==> src/rtl/systolic_seq_ctrl_pkg.sv <==
// Shared state encodings and cycle landmarks for the systolic sequencer.
// Latency: n/a. Backpressure: n/a.
// The cycle landmarks are counted from the start-accept cycle.
package systolic_pkg;

    localparam logic [1:0] IDLE  = 2'd0;
    localparam logic [1:0] FEED  = 2'd1;
    localparam logic [1:0] DRAIN = 2'd2;
    localparam logic [1:0] DONE  = 2'd3;

    function automatic int last_feed(input int n);
        return n - 1;
    endfunction

    function automatic int last_arrival(input int n);
        return 3 * n - 2;
    endfunction

    function automatic int done_cycle(input int n);
        return 3 * n - 1;
    endfunction

endpackage

==> src/rtl/systolic_seq_ctrl_skew_line.sv <==
// Zero-reset delay line used to skew one operand lane into the array edge.
// Latency: DEPTH cycles (DEPTH=0 is a combinational pass).
// Backpressure: none, shifts every cycle.
module skew_line
    import systolic_pkg::*;
#(
    parameter int DEPTH = 1,
    parameter int WIDTH = 8
) (
    input  logic             clk,
    input  logic             rst,
    input  logic [WIDTH-1:0] din,
    output logic [WIDTH-1:0] dout
);

    if (DEPTH == 0) begin : g_bypass
        logic bypass_unused;
        assign bypass_unused = ^{clk, rst};
        assign dout = din;
    end else begin : g_pipe
        logic [WIDTH-1:0] pipe [DEPTH];

        always_ff @(posedge clk) begin
            if (rst) begin
                for (int s = 0; s < DEPTH; s++) pipe[s] <= '0;
            end else begin
                pipe[0] <= din;
                for (int s = 1; s < DEPTH; s++) pipe[s] <= pipe[s-1];
            end
        end

        assign dout = pipe[DEPTH-1];
    end

endmodule

==> src/rtl/systolic_seq_ctrl.sv <==
// Sequences one NxN matmul: k-indexed operand reads, per-lane skew, per-PE clear, done.
// Latency: 3N cycles from start accept to done (inclusive).
// Backpressure: none; start is only sampled in IDLE, runs never overlap.
module systolic_seq_ctrl
    import systolic_pkg::*;
#(
    parameter int N     = 4,
    parameter int WIDTH = 8,
    parameter int CW    = $clog2(3*N)
) (
    input  logic                 clk,
    input  logic                 rst,
    input  logic                 start,
    output logic                 busy,
    output logic                 done,
    output logic                 rd_en,
    output logic [$clog2(N)-1:0] rd_k,
    input  logic [N*WIDTH-1:0]   a_col_rdata,
    input  logic [N*WIDTH-1:0]   b_row_rdata,
    output logic [N*WIDTH-1:0]   a_edge,
    output logic [N*WIDTH-1:0]   b_edge,
    output logic [N*N-1:0]       clear_pe
);

    logic [1:0]         state;
    logic [CW-1:0]      cnt;
    logic [CW-1:0]      cnt_nxt;
    logic               rd_vld;
    logic               launch;
    logic [N*WIDTH-1:0] a_masked;
    logic [N*WIDTH-1:0] b_masked;

    // Cycle 0 is the IDLE cycle that sees start, so launch acts combinationally.
    assign launch  = (state == IDLE) && start;
    assign busy    = !rst && (launch || (state != IDLE));
    assign done    = !rst && (state == DONE);
    assign rd_en   = !rst && (launch || (state == FEED));
    assign rd_k    = rd_en ? cnt[$clog2(N)-1:0] : '0;
    assign cnt_nxt = cnt + 1'b1;

    always_ff @(posedge clk) begin
        if (rst) begin
            state  <= IDLE;
            cnt    <= '0;
            rd_vld <= 1'b0;
        end else begin
            rd_vld <= rd_en;
            if (state == DONE)
                cnt <= '0;
            else if (busy)
                cnt <= cnt_nxt;
            case (state)
                IDLE:    if (start) state <= FEED;
                FEED:    if (cnt == CW'(last_feed(N))) state <= DRAIN;
                DRAIN:   if (cnt == CW'(last_arrival(N))) state <= DONE;
                DONE:    state <= IDLE;
                default: state <= IDLE;
            endcase
        end
    end

    // PE(i,j) sees k=0 in cycle 1+i+j; decode one cycle early and register.
    always_ff @(posedge clk) begin
        if (rst) begin
            clear_pe <= '0;
        end else begin
            for (int i = 0; i < N; i++)
                for (int j = 0; j < N; j++)
                    clear_pe[i*N+j] <= busy && (cnt_nxt == CW'(i + j + 1));
        end
    end

    assign a_masked = rd_vld ? a_col_rdata : '0;
    assign b_masked = rd_vld ? b_row_rdata : '0;

    for (genvar l = 0; l < N; l++) begin : g_lane
        skew_line #(.DEPTH(l), .WIDTH(WIDTH)) u_a_skew (
            .clk  (clk),
            .rst  (rst),
            .din  (a_masked[l*WIDTH +: WIDTH]),
            .dout (a_edge[l*WIDTH +: WIDTH])
        );
        skew_line #(.DEPTH(l), .WIDTH(WIDTH)) u_b_skew (
            .clk  (clk),
            .rst  (rst),
            .din  (b_masked[l*WIDTH +: WIDTH]),
            .dout (b_edge[l*WIDTH +: WIDTH])
        );
    end

endmodule
==> config.mk <==
export PLATFORM = sky130hd
export DESIGN_NAME = systolic_seq_ctrl
export DESIGN_NICKNAME = d
export VERILOG_FILES = /design/src/rtl/systolic_seq_ctrl_pkg.sv /design/src/rtl/systolic_seq_ctrl_skew_line.sv /design/src/rtl/systolic_seq_ctrl.sv
export SDC_FILE = /design/constraint.sdc
export NUM_CORES = 1
export LEC_CHECK = 0
export ABC_AREA = 1
export CAP_MARGIN = 20
export CORE_ASPECT_RATIO = 0.75
export CORE_UTILIZATION = 35
export DETAILED_ROUTE_END_ITERATION = 10
export PLACE_DENSITY = 0.77
export RECOVER_POWER = 50
export SYNTH_ARGS = -nofsm -noshare
export SYNTH_HDL_FRONTEND = slang
export SYNTH_SLANG_ARGS = --single-unit
==> constraint.sdc <==
create_clock -name clk -period 1.3 [get_ports clk]
set_clock_uncertainty 0.15 [all_clocks]
set_input_delay 0.195 -clock clk [delete_from_list [all_inputs] [get_ports clk]]
set_output_delay 0.195 -clock clk [all_outputs]
set_load 0.005 [all_outputs]
==> results.json, run 1 <==
{
  "status": "complete, but fails checks",
  "violations": "setup timing",
  "worstHoldPathCells": 3,
  "r2r_slack_ps": -360,
  "synth_top_cells_by_count": "inv_1 (129), dfxtp_1 (110), nor2_1 (105), buf_4 (41), nand2_1 (29)",
  "die_w_um": 123,
  "synth_cell_type_count": 19,
  "async_flop_share": 0,
  "overflow": 0,
  "path_class": "reg -> out",
  "vias_per_cell": 4.08,
  "tritoncts": "built",
  "clk_pin_slew_ps": 70,
  "synth_area_um2": 3850,
  "fin_crit_ps": 1800,
  "grt_pass1_wl_mm": 12.5,
  "root_buffer": "clkbuf_16",
  "start_util": 0.367,
  "cts_buffers": 9,
  "drt-wirelength-per-cell_um": 11.4,
  "comb_power_share": 0.306,
  "total_leakage_power_nw": 3.09,
  "timing.rr.end": "state[1]",
  "final_nets": 690,
  "switching_share": 0.294,
  "hp-class": "in -> reg",
  "wirelength_mm": 8.61,
  "cts.htree.levels": 3,
  "synth_cells": 464,
  "die_area_um2": 11400,
  "synth_top_area_cell": "dfxtp_1",
  "required_ps": 950,
  "crit_path_start_kind": "flop",
  "cp-end-kind": "output pin",
  "fillers": 901,
  "coreArea_um2": 10500,
  "hold_viol": 0,
  "yosysMostFrequentCell": "inv_1",
  "p_clk_frac": 0.279,
  "antenna_found_initial": 0,
  "clock_path_buffers": 2,
  "hp-start": "rst",
  "drv_slew": 0,
  "period_share": 1.39,
  "p_int_mw": 6.51,
  "setup_violations": 34,
  "ys_seq_elements": 110,
  "max-vdd-ir-drop_mv": 1.02,
  "ys_seq_area_frac": 0.571,
  "post-route-util": 0.571,
  "power.total_mw": 9.22,
  "slew_headroom": 0.496,
  "net-switching-power_mw": 2.71,
  "syn_nets": 541,
  "r2r_cells": 12,
  "crit-reg2reg-launch": "state[0]",
  "n_antenna_cell": 0,
  "place_area_um2": 5340,
  "finalWorstSetupSlack_ps": -503,
  "io_buffers": 151,
  "fmax_mhz": 555,
  "whs_endpoint": "g_lane[2].u_a_skew.g_pipe.pipe[0][9]",
  "p_per_area_nw_per_um2": 1540,
  "finalInstanceArea_um2": 5990,
  "gp_congestion": 0.747,
  "track_usage": 0.146,
  "area_growth_pct": 55.3,
  "dieHeight_um": 92.9,
  "synth_top_area_share": 0.571,
  "multi_input_area_um2": 1030,
  "grt_pass1_vias": 2962,
  "drive_gt1_frac": 0.244,
  "fp-row-count": 32,
  "dr.pass1.iters": 4,
  "drv_cap": 0,
  "ys.flop_type": "dfxtp_1",
  "vias": 3077,
  "ant_nets": 0,
  "met1_usage": 0.131,
  "layout.area.seq_um2": 2220,
  "synth-edff-count": 0,
  "worst_slew_pin_slew_ps": 756,
  "drc_errors": 0,
  "worstPathMaxFanout": 3,
  "pin_count": 152,
  "synth.area.top_cells": "dfxtp_1 (57%), inv_1 (13%), nor2_1 (10%)",
  "top_usage_layer": "met2",
  "numClockSinks": 110,
  "yosysWarnings": 0,
  "drt_iter0_drc": 51,
  "grtUsageMet3": 0.0671,
  "pwr-share-seq": 0.415,
  "grt_setup_unrepaired": "true",
  "hpwl_mm": 5.64,
  "worstSkewPairLatency_ps": 340,
  "post_synth.cell_area_avg_um2": 8.31,
  "grt_max_degree": 40,
  "worstPathArrival_ps": 1460,
  "grtUsageMet2": 0.276
}
-- sequential cells by signal (all words and copies together) (netlist names) --
name,count
rd_vld,1
g_lane.u_a_skew.g_pipe.pipe,48
state,2
g_lane.u_b_skew.g_pipe.pipe,48
cnt,4
clear_pe,7
-- cell type report --
type	instances	share of cell area
clock inverters	5	0.00669
multi-input cells	169	0.172
inverters	131	0.0863
clock buffers	11	0.0405
repair buffers	191	0.295
flip-flops and latches	110	0.370
repair inverters	1	0.00104
well taps	136	0.0284
-- worst max path at each step --
stage / from / slack, ps / to
floorplan: state[0] / 10 / cnt[2]
global placement: start / -570 / rd_k[0]
detailed placement: start / -600 / rd_k[1]
CTS: state[1] / -470 / rd_k[1]
global route: state[1] / -570 / rd_k[1]
finish: state[1] / -500 / rd_k[1]
-- what timing repair did --
item | 4_1_cts | 5_1_grt
hold buffers | 0 | 0
endpoints found under the setup margin | 98 | 43
pin swaps | 11 | 7
resized for setup | 221 | 61
setup buffers | 19 | 7
gates cloned | 2 | 0
-- power by group through the flow --
stage / combinational [mW] / clock [mW] / sequential [mW]
after floorplan: 0.905 / 0 / 3.85
after global placement: 1.86 / 0 / 3.86
after CTS: 2.48 / 2.65 / 3.83
after global routing: 3.03 / 2.79 / 3.86
final: 2.82 / 2.57 / 3.83
after detailed placement: 1.94 / 0 / 3.88
-- logic make-up after synthesis --
kind of cell	synth area share
compound gates	0.0123
xor+xnor	0.00649
flops	0.571
fa+ha+maj	0.0325
simple gates	0.150
buf+inv	0.228
-- through the flow --
step	std cells	TNS (ps)	setup WS, ps	hold WS (ps)
floorplan	464	0	11.3	157
global placement	718	-10030	-569	239
detailed placement	718	-10800	-602	242
CTS	753	-9010	-472	120
global route	754	-9400	-567	145
finish	754	-7850	-503	146
-- critical path: stages, from the launching register on --
cell and delay [ps]:
dfxtp_2 340, inv_4 80, ha_4 160, nand2_4 50, a21oi_2 140, buf_4 130, inv_2 40, nor2_1 70
buf_2 110
-- layer usage --
| metal | up-vias | share of wire | wire, um |
|---|---|---|---|
| met2 | 134 | 0.50 | 4340 |
| li1 | 1538 | - | - |
| met1 | 1386 | 0.37 | 3170 |
| met5 | - | 0 | 0 |
| met3 | 19 | 0.11 | 920 |
| met4 | 0 | 0.020 | 175 |
-- cell usage in the layout, fill, tap and decap left out, types with 4 or more instances in the layout --
| cell type | synthesis | final |
|---|---|---|
| buf_2 | 5 | 10 |
| buf_4 | 41 | 26 |
| buf_6 | 3 | 21 |
| clkbuf_16 | 0 | 9 |
| clkdlybuf4s15_1 | 0 | 7 |
| clkdlybuf4s50_1 | 0 | 65 |
| dfxtp_1 | 110 | 103 |
| dfxtp_2 | 0 | 5 |
| dlygate4sd2_1 | 0 | 54 |
| ha_1 | 10 | 6 |
| inv_1 | 129 | 109 |
| inv_2 | 2 | 16 |
| inv_4 | 0 | 5 |
| nand2_1 | 29 | 11 |
| nand2_2 | 0 | 8 |
| nand2_4 | 0 | 10 |
| nor2_1 | 105 | 102 |
| nor3_2 | 0 | 4 |
No activity file was read; power rests on OpenSTA's default activity.
==> run 2, diff against run 1 <==
--- a/config.mk
+++ b/config.mk
@@ -10,7 +10,7 @@
 export CORE_ASPECT_RATIO = 0.75
 export CORE_UTILIZATION = 35
 export DETAILED_ROUTE_END_ITERATION = 10
-export PLACE_DENSITY = 0.77
+export PLACE_DENSITY = 0.69
 export RECOVER_POWER = 50
 export SYNTH_ARGS = -nofsm -noshare
 export SYNTH_HDL_FRONTEND = slang
==> results.json, run 2 (same netlist as run 1, synthesis figures left out) <==
{
  "status": "complete, but fails checks",
  "violations": "setup timing",
  "path_class": "reg -> out",
  "drt-wirelength-per-cell_um": 11.1,
  "pin_count": 152,
  "root_buffer": "clkbuf_16",
  "gp_congestion": 0.724,
  "hpwl_mm": 5.38,
  "period_share": 1.35,
  "reg_top3": "g_lane.u_a_skew.g_pipe.pipe: 48 flops, g_lane.u_b_skew.g_pipe.pipe: 48 flops, clear_pe: 7 flops",
  "drive_gt1_frac": 0.257,
  "finalNonFillerCells": 746,
  "ant_nets": 0,
  "dr_wl_met2_mm": 4.05,
  "hold_viol": 0,
  "setup_violations": 82,
  "crit_path_start_kind": "flop",
  "grt_max_degree": 32,
  "cts.htree.levels": 3,
  "dr.pass1.iters": 4,
  "clk_pin_slew_ps": 70,
  "dieHeight_um": 92.9,
  "final_nets": 682,
  "grt_setup_unrepaired": "true",
  "worstPathMaxFanout": 3,
  "numClockSinks": 110,
  "slew_headroom": 0.645,
  "fp-row-count": 32,
  "final_cell_mix": "inv_1 (111), dfxtp_1 (102), nor2_1 (89)",
  "die_w_um": 123,
  "required_ps": 950,
  "grt_pass1_vias": 2875,
  "place_inst": 715,
  "power.total_mw": 9.40,
  "worstSkewPairLatency_ps": 340,
  "n_antenna_cell": 0,
  "max-vdd-ir-drop_mv": 0.915,
  "vias_per_cell": 3.96,
  "overflow": 0,
  "drv_slew": 0,
  "area_growth_pct": 58.4,
  "die_area_um2": 11400,
  "total_leakage_power_nw": 3.10,
  "wl_met3_mm": 1.00,
  "grt_pass1_wl_mm": 12.6,
  "fmax_mhz": 570,
  "io_buffers": 151,
  "coreArea_um2": 10500,
  "hold_buffers": 0,
  "tns_ps": -9080,
  "antenna_found_initial": 0,
  "worst_slew_pin_slew_ps": 532,
  "final_common_cell": "inv_1",
  "fin_crit_ps": 1750,
  "tritoncts": "built",
  "hp-class": "in -> reg",
  "cts_buffers": 9,
  "place_area_um2": 5320,
  "start_util": 0.367,
  "p_per_area_nw_per_um2": 1540,
  "wirelength_mm": 8.29,
  "drv_cap": 0,
  "clock_path_buffers": 2,
  "finalWorstSetupSlack_ps": -454,
  "dr.max_layer_used": "met4",
  "drt_iter0_drc": 57,
  "track_usage": 0.144,
  "drc_errors": 0,
  "worstPathArrival_ps": 1410,
  "wl_met1_mm": 3.16,
  "cp-end-kind": "output pin",
  "finalInstanceArea_um2": 6110,
  "vias": 2956
}
==> run 2: cell count changes in the layout (fill, tap and decap cells not counted), sizes merged <==
cell	previous run	this run
bufinv	0	1
inv	135	133
dlygate4sd2	54	50
clkdlybuf4s15	7	12
clkinvlp	0	1
clkbuf	15	18
buf	61	49
==> run 2: layer usage <==
metal | global-route usage | vias up
li1 | - | 1526
met4 | 0.0532 | 0
met2 | 0.251 | 127
met5 | 0 | -
met3 | 0.0776 | 9
met1 | 0.143 | 1294
==> run 2: cell type report <==
class,count,area (um^2)
clock buffers,11,253
flip-flops and latches,110,2220
well taps,136,170
fillers,927,4380
multi-input cells,169,1080
repair buffers,183,1790
inverters,131,514
repair inverters,1,8.76
clock inverters,5,66.3
==> run 2: stage by stage <==
stage	worst slack, ps	hold slack (ps)	utilization
floorplan	11.3	157	-
global placement	-573	239	0.507
detailed placement	-605	242	0.507
CTS	-428	201	0.556
global route	-548	202	0.582
finish	-454	218	0.582
==> run 2: final timing paths <==
check	from	to	slack (ps)	depth (start not counted)
worst min-delay path	b_row_rdata[8]	g_lane[1].u_b_skew.g_pipe.pipe[0][0]	220	3
worst max-delay path	state[0]	busy	-450	7
worst min register to register	g_lane[3].u_a_skew.g_pipe.pipe[0][12]	g_lane[3].u_a_skew.g_pipe.pipe[0][20]	250	2
worst max register to register	state[1]	cnt[3]	-290	11
==> run 2: what timing repair did <==
action / in CTS / in global routing
cloned: 3 / 4
pin swaps: 10 / 13
setup endpoints to repair: 98 / 96
buffers inserted: 9 / 4
endpoints found under the hold margin: 0 / 0
resized for setup: 218 / 84
==> run 2: where the power goes <==
| group | total [mW] | switching, mW | internal, mW |
|---|---|---|---|
| Combinational | 2.75 | 1.31 | 1.44 |
| Sequential | 3.83 | 0.151 | 3.68 |
| Clock | 2.82 | 1.20 | 1.62 |
| Total | 9.40 | 2.66 | 6.74 |
==> run 2: worst max-delay path, stage by stage (launching register included) <==
cell and delay, ps:
dfxtp_4 380, inv_4 50, ha_4 160, buf_4 140
inv_4 50, nor2_4 40, nor2_2 130, buf_2 130
==> run 3, diff against run 2 <==
--- a/config.mk
+++ b/config.mk
@@ -15,3 +15,4 @@
 export SYNTH_ARGS = -nofsm -noshare
 export SYNTH_HDL_FRONTEND = slang
 export SYNTH_SLANG_ARGS = --single-unit
+export TNS_END_PERCENT = 10
==> results.json, run 3 (same netlist as run 1, synthesis figures left out) <==
{
  "status": "complete, but fails checks",
  "violations": "setup timing",
  "start_util": 0.367,
  "clock_path_buffers": 2,
  "fillers": 934,
  "die_w_um": 123,
  "period_share": 1.32,
  "r2r_cells": 12,
  "crit_start": "state[0]",
  "ant_nets": 0,
  "fp-row-count": 32,
  "grtUsageMet2": 0.225,
  "cts.htree.levels": 3,
  "cp_num_cells": 7,
  "coreArea_um2": 10500,
  "reg_top3": "g_lane.u_a_skew.g_pipe.pipe: 48 flops, g_lane.u_b_skew.g_pipe.pipe: 48 flops, clear_pe: 7 flops",
  "vias": 2922,
  "pin_count": 152,
  "n_antenna_cell": 0,
  "fmax_mhz": 581,
  "finalNonFillerCells": 748,
  "p_per_area_nw_per_um2": 1530,
  "grt_pass1_wl_mm": 11.5,
  "fin_crit_ps": 1720,
  "final_cell_mix": "inv_1 (116), dfxtp_1 (102), nor2_1 (98)",
  "tns_ps": -6990,
  "power.total_mw": 8.91,
  "track_usage": 0.133,
  "grt_max_degree": 45,
  "layout.area.seq_um2": 2220,
  "final_nets": 684,
  "crit-reg2reg-launch": "state[0]",
  "root_buffer": "clkbuf_16",
  "drv_slew": 0,
  "cp-end-kind": "output pin",
  "wirelength_mm": 7.50,
  "finalWorstSetupSlack_ps": -422,
  "die_area_um2": 11400,
  "critPathBufInv": 4,
  "finalInstanceArea_um2": 5820,
  "overflow": 0,
  "timing.rr.end": "state[1]",
  "top_usage_layer": "met2",
  "dieHeight_um": 92.9,
  "grtUsageMet3": 0.0720,
  "clk_pin_slew_ps": 70,
  "worstPathMaxFanout": 3,
  "dr.pass1.iters": 4,
  "drt-wirelength-per-cell_um": 10.0,
  "cts_buffers": 9,
  "path_class": "reg -> out",
  "hp-class": "in -> reg",
  "area_growth_pct": 51.0,
  "grt_setup_unrepaired": "true",
  "drt_iter0_drc": 84,
  "r2r_slack_ps": -320,
  "setup_violations": 34,
  "drive_gt1_frac": 0.211,
  "slew_headroom": 0.451,
  "dp_slack_ps": -614,
  "total_leakage_power_nw": 3.02,
  "antenna_found_initial": 0,
  "drc_errors": 0,
  "hpwl_mm": 5.19,
  "crit_path_start_kind": "flop",
  "io_buffers": 151,
  "crit_chain": "inv_4 > ha_4 > buf_4 > inv_4 > nor2_4 > nor2_4 > buf_2",
  "worst_slew_pin_slew_ps": 824,
  "worstPathArrival_ps": 1380,
  "required_ps": 950,
  "gp_congestion": 0.730,
  "hold_buffers": 0,
  "drv_cap": 0,
  "cp-endpoint": "busy",
  "place_area_um2": 5350,
  "place_inst": 719,
  "max-vdd-ir-drop_mv": 0.939,
  "worstSkewPairLatency_ps": 340,
  "cp_top_family": "flip-flops",
  "tritoncts": "built",
  "slowest_delay_ps": 370,
  "slowest_stage": "dfxtp_4",
  "multi_input_area_um2": 942,
  "met1_usage": 0.136,
  "numClockSinks": 110,
  "hold_viol": 0,
  "vias_per_cell": 3.91,
  "final_common_cell": "inv_1",
  "grt_pass1_vias": 2573
}
==> run 3: cell types whose count changed in the layout (fill, tap and decap cells not counted), moves of 5 or more <==
cell	change
nand2_1	+9
inv_1	+5
clkdlybuf4s15_1	-5
buf_6	-11
nor2_2	-9
nand2_4	-8
dlygate4sd2_1	+7
inv_2	-5
nor2_1	+9
clkbuf_2	+5
buf_4	+8
==> run 3: cell type report <==
type / instances / area share
sequential: 110 / 0.381
timing repair buffer: 185 / 0.289
multi-input combinational: 169 / 0.162
inverter: 131 / 0.0875
clock buffer: 9 / 0.0387
tap: 136 / 0.0292
clock inverter: 7 / 0.0120
timing repair inverter: 1 / 0.00107
==> run 3: worst min-delay path: cells and delay by family <==
| kind | cells | cell delay, ps |
|---|---|---|
| and+or+nand+nor | 1 | 40 |
| buffers and inverters | 2 | 360 |
==> run 3: what timing repair did <==
item	CTS	global route
buffers inserted	8	4
resized for setup	168	57
pin swaps	7	9
setup endpoints to repair	98	79
gates cloned	2	1
==> run 3: layer usage <==
layer | wire (um) | part of all wire
met4 | 137 | 0.018
met3 | 972 | 0.13
met2 | 3430 | 0.46
met5 | 0 | 0
met1 | 2950 | 0.39
==> run 3: power breakdown <==
part           switching (mW)  total [mW]  internal [mW]
Clock                    1.17        2.67           1.50
Sequential              0.156        3.83           3.67
Combinational            1.12        2.41           1.28
==> run 3: how the worst min path moves through the flow <==
| stage | start | end | slack [ps] | cells past startpoint |
|---|---|---|---|---|
| 5_1_grt | rst | g_lane[2].u_a_skew.g_pipe.pipe[0][11] | 170 | 3 |
| 3_5_place_dp | g_lane[3].u_a_skew.g_pipe.pipe[0][6] | g_lane[3].u_a_skew.g_pipe.pipe[0][14] | 240 | 2 |
| 6_report | rst | g_lane[2].u_a_skew.g_pipe.pipe[0][10] | 160 | 3 |
| 3_3_place_gp | g_lane[3].u_a_skew.g_pipe.pipe[0][2] | g_lane[3].u_a_skew.g_pipe.pipe[0][10] | 240 | 2 |
| 4_1_cts | rst | g_lane[2].u_a_skew.g_pipe.pipe[0][10] | 120 | 3 |
| 2_1_floorplan | a_col_rdata[8] | g_lane[1].u_a_skew.g_pipe.pipe[0][0] | 160 | 2 |
==> run 3: stage by stage <==
stage | hold slack, ps | util
detailed placement | 242 | 0.510
CTS | 122 | 0.547
floorplan | 157 | -
finish | 161 | 0.555
global placement | 239 | 0.510
global route | 168 | 0.555
